`src/rtl/id_stage.sv`:
```
// id_stage: RV32I instruction-decode stage. Holds the IF/ID register,
// decodes fields and immediates, reads the 32x32 register file, and
// latches an ID/EX bundle for execute. Detects load-use hazards
// (stalls fetch, inserts one bubble) and honours branch flushes.
//
// Ports:
//   clk, rst_n         clock, asynchronous active-low reset
//   inst_in, pc_in     instruction and word-index PC from fetch
//   flush              branch taken in execute
//   wb_en/wb_rd/wb_data register-file write from writeback
//   stall_out          hold fetch (combinational)
//   ex_*               ID/EX register contents
//
// Build option: define ID_WB_BYPASS_EN to make a same-cycle writeback
// visible to the register read (write-through). Without it the read
// returns the pre-write value and execute forwarding covers that case.
module id_stage #(
   parameter int XLEN     = 32,
   parameter int NUM_REGS = 32,
   parameter int PC_W     = 32
) (
   input  logic            clk,
   input  logic            rst_n,
   input  logic [XLEN-1:0] inst_in,
   input  logic [PC_W-1:0] pc_in,
   input  logic            flush,
   input  logic            wb_en,
   input  logic [4:0]      wb_rd,
   input  logic [XLEN-1:0] wb_data,
   output logic            stall_out,
   output logic            ex_valid,
   output logic [PC_W-1:0] ex_pc,
   output logic [6:0]      ex_opcode,
   output logic [2:0]      ex_funct3,
   output logic            ex_funct7b5,
   output logic [4:0]      ex_rs1,
   output logic [4:0]      ex_rs2,
   output logic [4:0]      ex_rd,
   output logic [XLEN-1:0] ex_rs1_data,
   output logic [XLEN-1:0] ex_rs2_data,
   output logic [XLEN-1:0] ex_imm,
   output logic            ex_mem_read
);

   localparam logic [6:0] OP_IMM  = 7'b0010011;
   localparam logic [6:0] OP_LOAD = 7'b0000011;
   localparam logic [6:0] OP_JALR = 7'b1100111;
   localparam logic [6:0] OP_STORE= 7'b0100011;
   localparam logic [6:0] OP_BR   = 7'b1100011;
   localparam logic [6:0] OP_LUI  = 7'b0110111;
   localparam logic [6:0] OP_AUIPC= 7'b0010111;
   localparam logic [6:0] OP_JAL  = 7'b1101111;
   localparam logic [6:0] OP_REG  = 7'b0110011;

   typedef struct packed {
      logic            valid;
      logic [PC_W-1:0] pc;
      logic [6:0]      opcode;
      logic [2:0]      funct3;
      logic            funct7b5;
      logic [4:0]      rs1;
      logic [4:0]      rs2;
      logic [4:0]      rd;
      logic [XLEN-1:0] rs1_data;
      logic [XLEN-1:0] rs2_data;
      logic [XLEN-1:0] imm;
      logic            mem_read;
   } id_ex_t;

   logic            ifid_valid;
   logic [XLEN-1:0] ifid_inst;
   logic [PC_W-1:0] ifid_pc;

   logic [XLEN-1:0] rf [NUM_REGS];

   id_ex_t ex_q;
   id_ex_t ex_d;

   logic [6:0]      opcode;
   logic [4:0]      rs1;
   logic [4:0]      rs2;
   logic [XLEN-1:0] imm;
   logic [XLEN-1:0] rs1_data;
   logic [XLEN-1:0] rs2_data;
   logic            is_i, is_s, is_b, is_u, is_j;
   logic            uses_rs2;
   logic            hazard;

   assign opcode = ifid_inst[6:0];
   assign rs1    = ifid_inst[19:15];
   assign rs2    = ifid_inst[24:20];

   assign is_i = (opcode == OP_IMM) || (opcode == OP_LOAD)
              || (opcode == OP_JALR);
   assign is_s = (opcode == OP_STORE);
   assign is_b = (opcode == OP_BR);
   assign is_u = (opcode == OP_LUI) || (opcode == OP_AUIPC);
   assign is_j = (opcode == OP_JAL);

   always_comb begin
      imm = '0;
      unique case (1'b1)
         is_i: imm = {{(XLEN-12){ifid_inst[31]}}, ifid_inst[31:20]};
         is_s: imm = {{(XLEN-12){ifid_inst[31]}},
                      ifid_inst[31:25], ifid_inst[11:7]};
         is_b: imm = {{(XLEN-12){ifid_inst[31]}}, ifid_inst[7],
                      ifid_inst[30:25], ifid_inst[11:8], 1'b0};
         is_u: imm = {{(XLEN-31){ifid_inst[31]}},
                      ifid_inst[30:12], 12'b0};
         is_j: imm = {{(XLEN-20){ifid_inst[31]}}, ifid_inst[19:12],
                      ifid_inst[20], ifid_inst[30:21], 1'b0};
         default: imm = '0;
      endcase
   end

   always_comb begin
      rs1_data = '0;
      rs2_data = '0;
      if (rs1 != 5'd0) rs1_data = rf[rs1];
      if (rs2 != 5'd0) rs2_data = rf[rs2];
`ifdef ID_WB_BYPASS_EN
      if (wb_en && wb_rd != 5'd0 && wb_rd == rs1) rs1_data = wb_data;
      if (wb_en && wb_rd != 5'd0 && wb_rd == rs2) rs2_data = wb_data;
`endif
   end

   always_ff @(posedge clk or negedge rst_n) begin
      if (!rst_n) begin
         for (int i = 0; i < NUM_REGS; i++) rf[i] <= '0;
      end else if (wb_en && wb_rd != 5'd0) begin
         rf[wb_rd] <= wb_data;
      end
   end

   // rs1 is compared for every opcode; rs2 only where it is a source.
   assign uses_rs2 = (opcode == OP_REG) || (opcode == OP_STORE)
                  || (opcode == OP_BR);

   assign hazard = ex_q.valid && ex_q.mem_read && (ex_q.rd != 5'd0)
                && ifid_valid
                && ((ex_q.rd == rs1) || (uses_rs2 && ex_q.rd == rs2));

   assign stall_out = hazard && !flush;

   always_ff @(posedge clk or negedge rst_n) begin
      if (!rst_n) begin
         ifid_valid <= 1'b0;
         ifid_inst  <= '0;
         ifid_pc    <= '0;
      end else if (flush) begin
         ifid_valid <= 1'b0;
      end else if (!stall_out) begin
         ifid_valid <= 1'b1;
         ifid_inst  <= inst_in;
         ifid_pc    <= pc_in;
      end
   end

   always_comb begin
      ex_d          = '0;
      ex_d.valid    = 1'b1;
      ex_d.pc       = ifid_pc;
      ex_d.opcode   = opcode;
      ex_d.funct3   = ifid_inst[14:12];
      ex_d.funct7b5 = ifid_inst[30];
      ex_d.rs1      = rs1;
      ex_d.rs2      = rs2;
      ex_d.rd       = ifid_inst[11:7];
      ex_d.rs1_data = rs1_data;
      ex_d.rs2_data = rs2_data;
      ex_d.imm      = imm;
      ex_d.mem_read = (opcode == OP_LOAD);
   end

   // Stall, flush and an empty IF/ID all hand execute a zeroed bubble.
   always_ff @(posedge clk or negedge rst_n) begin
      if (!rst_n) begin
         ex_q <= '0;
      end else if (flush || stall_out || !ifid_valid) begin
         ex_q <= '0;
      end else begin
         ex_q <= ex_d;
      end
   end

   assign ex_valid    = ex_q.valid;
   assign ex_pc       = ex_q.pc;
   assign ex_opcode   = ex_q.opcode;
   assign ex_funct3   = ex_q.funct3;
   assign ex_funct7b5 = ex_q.funct7b5;
   assign ex_rs1      = ex_q.rs1;
   assign ex_rs2      = ex_q.rs2;
   assign ex_rd       = ex_q.rd;
   assign ex_rs1_data = ex_q.rs1_data;
   assign ex_rs2_data = ex_q.rs2_data;
   assign ex_imm      = ex_q.imm;
   assign ex_mem_read = ex_q.mem_read;

endmodule

```
`config.mk`:
```
export PLATFORM = sky130hd
export DESIGN_NAME = id_stage
export DESIGN_NICKNAME = d
export VERILOG_FILES = /design/src/rtl/id_stage.sv
export SDC_FILE = /design/constraint.sdc
export NUM_CORES = 2
export LEC_CHECK = 0
export CORE_AREA = 2 2 324 326
export DETAILED_ROUTE_END_ITERATION = 10
export DIE_AREA = 0 0 326 328
export GPL_ROUTABILITY_DRIVEN = 0
export PLACE_DENSITY = 0.8
export SYNTH_ARGS = -nofsm -noshare
export SYNTH_HDL_FRONTEND = slang
export SYNTH_SLANG_ARGS = --single-unit
```
`constraint.sdc`:
```
create_clock -name clk -period 2.7 [get_ports clk]
set_clock_uncertainty 0.05 [all_clocks]
set_input_delay 0.405 -clock clk [delete_from_list [all_inputs] [get_ports clk]]
set_output_delay 0.405 -clock clk [all_outputs]
set_load 0.01 [all_outputs]
```
# --- Yosys cells after proc, flatten, opt, wreduce, memory -nomap -nowiden ---
# Cells that the tools add are included.
classes:
  n_reduce_logical: 23
  n_bitwise: 5
  add_sub_neg: 0
  n_lt_le_gt_ge: 4
  multipliers: 0
  shifts: 0
  div: 0
  eq_ne: 12
  mux: 15
ops:
  columns: ["op", "count"]
  rows:
  - ["bitwise mux 1024 bit", 1]
  - ["binary-select mux 32 bit (select 5 bit)", 2]
  - ["2-to-1 mux 32 bit", 7]
  - ["demux 32 bit (select 5 bit)", 1]
  - ["one-hot mux 32 bit (5 select lines)", 1]
  - ["2-to-1 mux 156 bit", 1]
  - ["== test 7 x 6 -> 1 bit (second input constant)", 3]
  - ["== test 7 bit (second input constant)", 3]
  - ["nonzero test 5 bit", 4]
  - ["greater-or-equal comparator 6 bit (second input constant)", 3]
  - ["NOT 5 -> 6 bit", 3]
  - ["== test 7 x 5 -> 1 bit (second input constant)", 2]
  - ["== test 5 bit", 2]
  - ["logical AND 1 bit", 8]
  - ["logical OR 1 bit", 8]
  - ["== test 7 x 2 -> 1 bit (second input constant)", 1]
  - ["less-than comparator 6 x 1 -> 1 bit (second input constant)", 1]
  - ["logical NOT 1 bit", 2]
  - ["2-to-1 mux 1 bit", 2]
  - ["inequality test 2 bit (second input constant)", 1]
  - ["NOT 1 bit", 2]
  - ["AND reduction 2 bit", 1]
totals:
  memories: 0
  word_cells: 106
  mem_bits_rw: 0
  rom_bits: 0
  latchBits: 0
  register_bits: 1245

# --- Logic depth before layout (Yosys ltp) ---
logic_depth:
  ltp_word: 10
  ltp_mapped: 9
  mapped_depth_nobuf: 5

# --- Worst setup path after synthesis ---
# Ideal clock, no wire load.
synth_timing:
  kind: "reg-to-reg"
  startpoint: "register ex_q (netlist bit ex_rd[1])"
  endpoint: "register ifid_inst[10]"
  setup_time_ns: 0.125
  stages_incl_launch_ff: 6
  path_slack_ns: 0.392
  path_buffers: 1
  required_time_ns: 2.525
  t_arrival_ns: 2.133
  path_cell_list: "dfrtp_1 > or4_4 > o2111a_1 > a21oi_4 > buf_4 > mux2_2"
synth_via:
  elab_chain_len: 7
  elab_cells_between_ends: 11
synth_lines:
  columns: ["item", "line_no", "text"]
  rows:
  - ["start, declared", "76", "id_ex_t ex_q;"]
  - ["start signal, assigned", "178", "ex_q <= '0;"]
  - ["start signal, assigned", "180", "ex_q <= '0;"]
  - ["start signal, assigned", "182", "ex_q <= ex_d;"]
  - ["== test 5 bit or nonzero test 5 bit (tied branches)", "141, 139", null]
  - ["logical AND 1 bit (on tied branches)", "141, 139", null]
  - ["logical OR 1 bit or logical AND 1 bit (tied branches)", "141, 140", null]
  - ["logical AND 1 bit *", "141", "&& ((ex_q.rd == rs1) || (uses_rs2 && ex_q.rd == rs2));"]
  - ["logical AND 1 bit *", "143", "assign stall_out = hazard && !flush;"]
  - ["NOT 1 bit (no source line) *", null, null]
  - ["AND reduction 2 bit (no source line) *", null, null]
  - ["end signal, assigned", "154", "ifid_inst <= inst_in;"]
  - ["end, declared", "71", "logic [XLEN-1:0] ifid_inst;"]
# Every way passes the cells marked *; elsewhere a longest branch is shown, timed or not.
# A chain may end at the register's enable or synchronous reset.

# --- Worst setup path in the final report ---
layout_timing:
  startpoint: "register ifid_inst[17]"
  endpoint: "output stall_out"
layout_via:
  elab_chain_len: 4
layout_lines:
  columns: ["item", "line_no", "text"]
  rows:
  - ["== test 5 bit", "141", null]
  - ["logical OR 1 bit", "141", null]
  - ["logical AND 1 bit", "141", null]
  - ["logical AND 1 bit", "143", null]
  - ["end, declared", "30", "output logic stall_out,"]
# Every way passes these cells.

==> impl_summary.log <==
[metrics] result of the run: finished, final reports clean
[metrics] worst-case hold slack: 0.123 ns
[metrics] beginning of the critical path: ifid_inst[17]$_DFFE_PN0P_
[metrics] number of enable-type register cells in the synthesized netlist: 0
[metrics] Sequential cell area: 31200 µm²
[metrics] Vias per Instance: 7.02
[metrics] Congestion Overflow GR: 0
[metrics] destination of the critical timing path: stall_out
[metrics] commonest non-fill, non-tap cells in the layout: sky130_fd_sc_hd__dfrtp_1, sky130_fd_sc_hd__mux2_2, sky130_fd_sc_hd__mux2i_1, sky130_fd_sc_hd__clkdlybuf4s50_1
[metrics] top-level I/O count: 262
[metrics] count of cell types in the netlist: 48
[metrics] TritonCTS clock tree: yes
[metrics] adder-cell share of the synthesized area: 0%
[metrics] clock sink count: 1245
[metrics] clock insertion delay at the later pin of the skew report: 0.76 ns
[metrics] number of flip-flops and latches in the synthesized netlist: 1245
[metrics] wire length per cell: 30.6 µm
[metrics] most frequent standard cell in the layout excluding fill and tap cells: sky130_fd_sc_hd__dfrtp_1
[metrics] worst setup timing slack at the placement stage: 0.0757 ns
[metrics] Worst setup EP type: output pin
[metrics] layout cells sized above 1: 39.2%
[metrics] area of the mapped netlist: 62600 µm²
[metrics] total area of multi-input combinational cells: 29600 µm²
[metrics] final clock period utilization by the worst path: 99.6%
[metrics] P_leak: 32.8 nW
[metrics] DP HPWL: 115000 µm
[metrics] overall die area: 107000 µm²
[metrics] cell at the root of the clock tree: sky130_fd_sc_hd__clkbuf_16
[metrics] arrival time worst endpoint: 2.23 ns
[metrics] number of antenna violations at the first check in global routing: 6
[metrics] router iterations before antenna repair: 6
[metrics] Final WS setup: 0.0105 ns
[metrics] final setup violation count: 0
[metrics] reported max-cap violation count: 0
[metrics] cell types occupying the most area after synthesis: sky130_fd_sc_hd__dfrtp_1, sky130_fd_sc_hd__mux2_2, sky130_fd_sc_hd__mux4_2
[metrics] RSZ-0062 raised after global routing: true
[metrics] clk slew on worst S/H paths: 0.06 ns
[metrics] sequential element share of the synthesized area: 49.8%
[metrics] Setup crit start kind: flop
[metrics] global-route wire length before repair: 288000 µm
[metrics] number of nets with antenna violations after routing: 0
[metrics] instance count of the mapped netlist: 4563
[metrics] largest family of logic cells by synthesized area: multiplexers
[metrics] TritonCTS buffer count: 134
[metrics] primary flip-flop cell chosen by synthesis mapping: sky130_fd_sc_hd__dfrtp_1
[metrics] power per cell area: 758 nW/µm²
[metrics] Simple-Gate Fraction of Synth Area: 3.98%
[metrics] final critical delay including setup and external delays: 2.69 ns
[metrics] Data required, critical path: 2.25 ns
[metrics] First DRT Iteration DRCs: 4976
[metrics] core footprint: 103000 µm²
[metrics] share of synthesized registers carrying an async set or reset: 100%
[metrics] Synth area leader: sky130_fd_sc_hd__dfrtp_1
[metrics] starting density of the core: 60.6%
[metrics] R2R Path End: ex_pc[15]$_DFF_PN0_
[metrics] area growth from synthesis to layout: 18.1%
[metrics] max-slew violation count: 0
[metrics] start-to-end type of the worst setup path: reg2out
[metrics] synthesized-area fraction occupied by xor and xnor cells: 0.140%
[metrics] synthesized area per cell: 13.7 µm²
[metrics] Relative slew margins: 26.0%
[metrics] r2r startpoint: ex_rd[1]$_DFF_PN0_
[metrics] DRC violation count after routing: 0
[metrics] CTS max path bufs: 3
[metrics] Mapped Nets: 4668
[metrics] aggregate negative setup slack: 0 ns
[metrics] FF-to-FF setup slack: 0.04 ns
[metrics] Port Buffer Count: 261
[metrics] vertical extent of the die: 328 µm
[metrics] GRT Util Overall: 36.0%
[metrics] multiplexer area fraction after synthesis: 36.4%
[metrics] depth of the CTS H-tree: 4
[metrics] fill cell count: 6619
[metrics] end-of-flow core utilization: 71.6%
[metrics] cell count of the worst reg-to-reg path: 11
[metrics] overall die width: 326 µm
[metrics] via count of the first global-routing pass: 46.0k
[metrics] area share of the largest cell type after synthesis: 49.8%
[metrics] classification of the worst-slack hold path: in2async
[metrics] post-detailed-routing wire length: 192000 µm
[metrics] maximum clock frequency: 372 MHz
[metrics] largest net degree at the start of global routing: 102
[metrics] worst-margin pin slew: 1.11 ns
[metrics] floorplan row count: 118
[metrics] Pwr Total: 56.0 mW
[metrics] post-synthesis compound-gate area fraction: 6.30%
[metrics] largest voltage drop on the vdd net: 684 µV
[metrics] maximum net fanout on the critical path: 11
[metrics] Nets: 4899
[metrics] Synth warnings: 0
[metrics] total count of hold-check failures in the final report: 0
[metrics] detailed-route via count: 44.1k
## final cells by class
type	count	share of cell area [%]
clock inverter	42	0.862
clock buffer	201	5.54
multi-input combinational	2819	40.0
tap	1380	2.34
timing repair buffer	587	8.96
antenna	4	0.0136
inverter	7	0.0390
sequential	1245	42.2
## flip-flops by register name, summed over array words and instances (netlist names), 3 cells and up
name and flops:
ex_rs1 5, ex_rs2_data 32, ex_opcode 7, ex_rs2 5, rf 1024, ifid_pc 32, ex_funct3 3, ex_rd 5
ex_rs1_data 32, ifid_inst 32, ex_imm 32, ex_pc 32
## power by group
part | switching (mW) | total [mW] | internal [mW]
sequential | 2.42 | 24.2 | 21.8
combinational | 5.66 | 12.1 | 6.48
clock | 7.80 | 19.6 | 11.8
total | 15.9 | 56.0 | 40.1
## worst min-delay path by stage
stage	start	endpoint	slack, ns	cells after the start
global placement	rst_n	ex_pc[28]$_DFF_PN0_	0.30	1
finish	rst_n	ex_pc[28]$_DFF_PN0_	0.12	2
detailed placement	rst_n	ex_pc[28]$_DFF_PN0_	0.30	1
floorplan	rst_n	ex_funct3[0]$_DFF_PN0_	0.06	0
global route	rst_n	ex_pc[28]$_DFF_PN0_	0.17	2
CTS	rst_n	ex_rs2[0]$_DFF_PN0_	0.13	2
## repair_timing
item / 4_1_cts / 5_1_grt
setup endpoints to repair: 1 / 34
hold buffers: 1 / 0
hold endpoints to repair: 226 / 0
pin swaps: 2 / 1
buffers inserted: 13 / 5
gates resized for setup: 8 / 4
## synth_stat cells (all sizes together), types with 2 or more instances
cell and count:
nor3 66, a21boi 2, and4b 65, nor2 94, and3b 2, or3 2
mux4 256, a21oi 86, nor2b 6, clkbuf 310, mux2 1056, inv 7
and3 7, nor3b 5, nand2 40, nand2b 3, a221oi 257, dfrtp 1245
nand3b 5, nor4b 2, and2 61, buf 182, mux2i 512, a22oi 68
o21ai 133, xnor2 10, nand4 2, nand3 68
## worst max-delay path: stages, from the launching register on
cell and delay (ns):
sky130_fd_sc_hd__dfrtp_4 0.60, sky130_fd_sc_hd__xnor2_1 0.18, sky130_fd_sc_hd__nand3_1 0.11, sky130_fd_sc_hd__o22a_1 0.22, sky130_fd_sc_hd__nor3_1 0.18, sky130_fd_sc_hd__buf_2 0.17
## metrics by stage
stage	area (µm²)	std cells
finish	73900	6285
CTS	73800	6276
floorplan	62600	4563
detailed placement	68900	6019
global route	73900	6282
global placement	68900	6019
## kinds of logic (layout without fill, tap and decap cells)
group	after synthesis	in the layout
buffers and inverters	499	837
and+or+nand+nor	433	433
xor gates and xnor gates	10	10
other	0	4
AOI/OAI and AO/OA	552	552
muxes	1824	1824
DFF	1245	1245
## per-layer routing
metal,routed length (µm),global-route usage (%),up-vias
met5,13,0,-
met4,11200,19.6,2
met3,19200,8.43,719
met2,89200,56.2,2700
met1,72500,47.1,22900
li1,-,-,17900
(Power assumes the default switching activity.)
